`config.mk`:
```
export PLATFORM = sky130hd
export DESIGN_NAME = demux_stream
export DESIGN_NICKNAME = d
export VERILOG_FILES = /design/src/rtl/demux_stream.sv
export SDC_FILE = /design/constraint.sdc
export NUM_CORES = 1
export LEC_CHECK = 0
export ABC_CLOCK_PERIOD_IN_PS = 1700
export CAP_MARGIN = 20
export CELL_PAD_IN_SITES_DETAIL_PLACEMENT = 1
export CELL_PAD_IN_SITES_GLOBAL_PLACEMENT = 1
export CORE_ASPECT_RATIO = 0.8
export CORE_MARGIN = 4
export CORE_UTILIZATION = 30
export DETAILED_ROUTE_END_ITERATION = 12
export PLACE_DENSITY_LB_ADDON = 0.12
export SYNTH_ARGS = -nofsm -noshare
export SYNTH_HDL_FRONTEND = slang
export SYNTH_SLANG_ARGS = --single-unit
```
`constraint.sdc`:
```
create_clock -name clk -period 1.7 [get_ports clk]
set_input_delay 0.425 -clock clk [delete_from_list [all_inputs] [get_ports clk]]
set_output_delay 0.425 -clock clk [all_outputs]
set_load 0.05 [all_outputs]
```
`src/rtl/demux_stream.sv`:
```
// Registered 1-to-N_CH stream demultiplexer with per-channel one-entry output registers.
// Optional DEMUX_STREAM_DROP_CNT_EN adds a saturating drop_cnt for invalid-select beats.
`timescale 1ns/1ps
module demux_stream #(
  parameter int DATA_W = 8,
  parameter int N_CH   = 4,
  parameter int SEL_W  = $clog2(N_CH)
) (
  input  logic                     clk,
  input  logic                     rst_n,
  input  logic                     in_valid,
  output logic                     in_ready,
  input  logic [DATA_W-1:0]        in_data,
  input  logic [SEL_W-1:0]         in_sel,
  input  logic                     in_bcast,
  output logic [N_CH-1:0]          out_valid,
  input  logic [N_CH-1:0]          out_ready,
  output logic [N_CH*DATA_W-1:0]   out_data,
`ifdef DEMUX_STREAM_DROP_CNT_EN
  output logic [15:0]              drop_cnt,
`endif
  output logic                     sel_err
);

  // Handshake: a beat moves when valid & ready are both high at a rising edge;
  // in_ready never looks at in_valid, and the producer holds its beat until accepted.

  localparam logic [SEL_W:0] N_CH_W = (SEL_W+1)'(N_CH);

  logic [N_CH-1:0] can_take;
  logic [N_CH-1:0] load;
  logic            sel_bad;
  logic            sel_take;
  logic            accept;
  logic            drop;

  always_comb begin
    can_take = ~out_valid | out_ready;
    sel_bad  = !in_bcast && ({1'b0, in_sel} >= N_CH_W);
    sel_take = 1'b0;
    for (int k = 0; k < N_CH; k++) begin
      if (in_sel == SEL_W'(k)) sel_take = can_take[k];
    end

    // Broadcast waits for every channel so a beat is never partially delivered.
    if (in_bcast)     in_ready = &can_take;
    else if (sel_bad) in_ready = 1'b1;
    else              in_ready = sel_take;

    accept = in_valid & in_ready;
    drop   = accept & sel_bad;
    load   = '0;
    for (int k = 0; k < N_CH; k++) begin
      load[k] = accept & (in_bcast | (!sel_bad && (in_sel == SEL_W'(k))));
    end
  end

  always_ff @(posedge clk or negedge rst_n) begin
    if (!rst_n) begin
      out_valid <= '0;
      out_data  <= '0;
    end else begin
      for (int k = 0; k < N_CH; k++) begin
        if (load[k]) begin
          out_valid[k]                  <= 1'b1;
          out_data[k*DATA_W +: DATA_W]  <= in_data;
        end else if (out_ready[k]) begin
          out_valid[k] <= 1'b0;
        end
      end
    end
  end

`ifdef DEMUX_STREAM_DROP_CNT_EN
  always_ff @(posedge clk or negedge rst_n) begin
    if (!rst_n)                           drop_cnt <= '0;
    else if (drop && drop_cnt != 16'hFFFF) drop_cnt <= drop_cnt + 16'd1;
  end

  assign sel_err = (drop_cnt != 16'd0);
`else
  always_ff @(posedge clk or negedge rst_n) begin
    if (!rst_n)    sel_err <= 1'b0;
    else if (drop) sel_err <= 1'b1;
  end
`endif

endmodule

```
==> results.txt <==
- Cells with a size suffix above 1 make up a little over two thirds of the layout.
* First-pass GRT wire length: 7070 um
- In the post-route analysis, the smallest setup slack over all paths is -111 ps.
- Biggest area consumer among synthesized cells: sky130_fd_sc_hd__dfrtp_1
- Dividing the final minimum period by the clock period gives 107%.
- From left edge to right edge, the die measures 87.8 um.
* Async set or reset register ratio after synthesis: 100%
- Relative to the synthesized area, the layout overhead comes to 65.5%.
- The via count of the first global-routing pass is 1,325.
* Clock Tree Buf Depth: 2
- The core region is around 4800 um^2.
* Clk sink count: 36
- In this run the static leakage power is between 1 and 1.5 nW.
* Via-per-instance ratio: 4.61
- For the worst flop-to-flop path, the logic depth is 7.
- The startpoint identified for the worst register-to-register timing path is out_valid[0].
- Primary flip-flop cell chosen by synthesis mapping: sky130_fd_sc_hd__dfrtp_1
- Setup-violating endpoint count in the final report: 9
- Post-synthesis cell type count: 21
- Cell types with the largest area share after synthesis: sky130_fd_sc_hd__dfrtp_1 (59%), sky130_fd_sc_hd__mux2_2 (23%), sky130_fd_sc_hd__nor3_4 (3.2%)
- Run status: complete, but fails checks
- Arrival time of the worst setup path: 1390 ps
- Number of synthesized flops with an enable pin: 0
- Overall routing resource usage: 14.9%
- Maximum net fanout on the critical path: 4
* Highest attainable clock frequency: 552 MHz
* Nets in the synthesized netlist: 115
- Starting utilization of the core area: 32.1%
- The finished layout holds 244 standard cells, fillers aside.
- For the worst setup path, the data required time is 1270 ps.
* Sequential-to-total area share from yosys stat: 59.0%
- Summing every instance area after synthesis gives 1530 um^2.
* Post-detailed-routing wire length: 4380 um
* Htree depth: 2
* Leading cell types by count after synthesis: sky130_fd_sc_hd__dfrtp_1 (36), sky130_fd_sc_hd__mux2_2 (31), sky130_fd_sc_hd__nand2b_1 (5)
- The final reports fail on negative setup slack.
* Pin count of the biggest net entering global routing: 20
- The later pin in the worst-skew pair is clocked with a latency of about 280 ps.
* Total of warnings raised by yosys: 0
- Placer's final routability congestion estimate: 0.751
* Die Area: 6300 um^2
* WL per Instance: about 18 um
* Number of fill cells in the layout: 481
- From bottom edge to top edge, the die measures 71.8 um.
- Dividing total power by cell area gives a power density of roughly 1600 nW/um^2.
* Number of remaining DRC errors: 0
- The number of antenna violations at the first check in global routing came to 0.
- Synth Instances: 97
- 56 I/O pins were placed.
* Worst setup path category: in -> out
* Switching power summed over all nets: 1.77 mW
* Number of failing hold endpoints at the final stage: 0
* Clock slew at the register clock pins of the worst setup and hold paths: roughly 70 ps
- Once placement completed, the tool counted placed cells totaling ~230.
* RR Endpoint: out_data[8]
- Final #Nets: 201
* Number of register bits inferred by synthesis: 36
- sky130_fd_sc_hd__dfrtp_1 is the most common cell in the netlist.
* Placed wire-length estimate: 3150 um
- Drt pass-1 iters: 4
- After synthesis, the mean cell area works out to 15.7 um^2.
* Total count of max-transition violations in the final report: 0
- IO buf count: 54
- Fin crit period: between 1500 and 2000 ps
- Global routing finished with a remaining overflow of 0.
* Max-cap viol count: 0
- Placement Rows: 22
- Per report_power, the clock group accounts for ~18% of the total.
- Kind of end point of the critical path: output pin
- Int Pwr: 2.31 mW
* Post-route antenna net violation count: 0
* Share of the synthesized area in the top cell type: a little under 60%
- The clock arrives with 5.08 ps of skew.
- For this design, the CTS-stage hold fixing added 0 buffers.
- Cts bufs inserted: 5
- For this block, the via count after detailed routing is 1,126.
- Comb power frac: between 50% and 60%
- TritonCTS clock tree: built
- Part of the total power dissipated in sequential elements: roughly 31%
- Final-layout setup total negative slack: -402 ps
- Share of total power consumed by net switching: 43.4%
* Worst hold-check path type: in -> async
- The repair_antennas step left the layout with diodes totalling 0.
- IR analysis of the VDD net gives a maximum drop of 813 uV.
- Internal reg-to-reg setup slack: -50 ps
- In this run the clock root is driven by a sky130_fd_sc_hd__clkbuf_8.
- The worst setup path is launched from an input port.
* Unrepaired setup endpoints after global routing: true
- After the first detailed-routing iteration, the DRC count stood at 13.
==> flip-flops by register name, summed over array words and instances (netlist names) <==
| name | flops |
|---|---|
| out_data | 32 |
| out_valid | 4 |
==> cells in the final DEF (no fill, tap or decap), drive strengths merged <==
master,count
a21oi,3
buf,67
bufinv,1
clkbuf,6
clkdlybuf4s50,8
clkinv,1
conb,1
dfrtp,36
dlygate4sd2,5
inv,2
mux2,32
nand2,2
nand2b,5
nor2,2
nor2b,1
nor3,3
nor4,1
o21ai,1
o21bai,1
o221ai,1
o22ai,1
o31ai,3
o41ai,1
==> kinds of logic after synthesis <==
logic type / Yosys count / share of synthesized area [%]
other: 1 / 0.246
flip-flops: 36 / 59.0
AO/OA/AOI/OAI: 11 / 8.11
AND/OR/NAND/NOR: 14 / 8.03
multiplexers: 32 / 23.6
buffers and inverters: 3 / 0.983
==> final cells by class <==
type / count / area [um^2] / area share (%)
Multi-Input combinational cell: 58 / 708 / 28.0
Clock inverter: 2 / 35.0 / 1.39
Clock buffer: 6 / 72.6 / 2.87
Inverter: 2 / 7.51 / 0.297
Sequential cell: 36 / 906 / 35.9
Timing Repair Buffer: 80 / 722 / 28.6
Tap cell: 60 / 75.1 / 2.97
==> how the worst max path moves through the flow <==
stage | start | to | slack (ps) | cells after the start
after global placement | in_sel[1] | out_data[8] | -670 | 7
after CTS | out_valid[0] | in_ready | -140 | 6
after detailed placement | in_sel[1] | out_data[8] | -710 | 7
after global routing | out_valid[0] | in_ready | -170 | 6
final | in_sel[1] | in_ready | -110 | 7
after floorplan | in_bcast | out_data[16] | -50 | 4
==> power groups by stage <==
stage	combinational (mW)	sequential, mW	clock [mW]
after floorplan	0.394	2.16	0
after CTS	2.08	1.28	0.764
after global placement	1.99	1.28	0
after detailed placement	2.01	1.29	0
final	2.06	1.27	0.738
after global routing	2.15	1.30	0.795
==> routing by layer <==
layer	up-vias	routed length (um)	GRT usage [%]
met5	-	0	0
met2	38	2200	24.6
met4	0	34	4.60
met1	557	1850	18.8
li1	527	-	-
met3	4	298	4.37
==> through the flow <==
step	total power [mW]	setup WS (ps)	cell area [um^2]	hold slack [ps]	util [%]
after global placement	3.26	-665	2300	396	48.3
after global routing	4.25	-168	2530	117	53.0
final	4.07	-111	2530	90.9	53.0
after detailed placement	3.31	-709	2300	410	48.3
after floorplan	2.55	-53.9	1580	129	-
after CTS	4.12	-141	2520	94.2	53.0
==> critical path: stages <==
cell,delay [ps]
sky130_fd_sc_hd__buf_4,140
sky130_fd_sc_hd__buf_4,140
sky130_fd_sc_hd__a21oi_4,200
sky130_fd_sc_hd__buf_4,150
sky130_fd_sc_hd__nor2_1,60
sky130_fd_sc_hd__nor2_4,130
sky130_fd_sc_hd__buf_12,140
==> repair_timing <==
| item | in CTS | in global routing |
|---|---|---|
| hold endpoints to repair | 0 | 0 |
| endpoints found under the setup margin | 37 | 33 |
| buffers inserted | 10 | 0 |
| resized for setup | 32 | 2 |
| pin swaps | 6 | 3 |
Power figures use the tool's default switching activity.
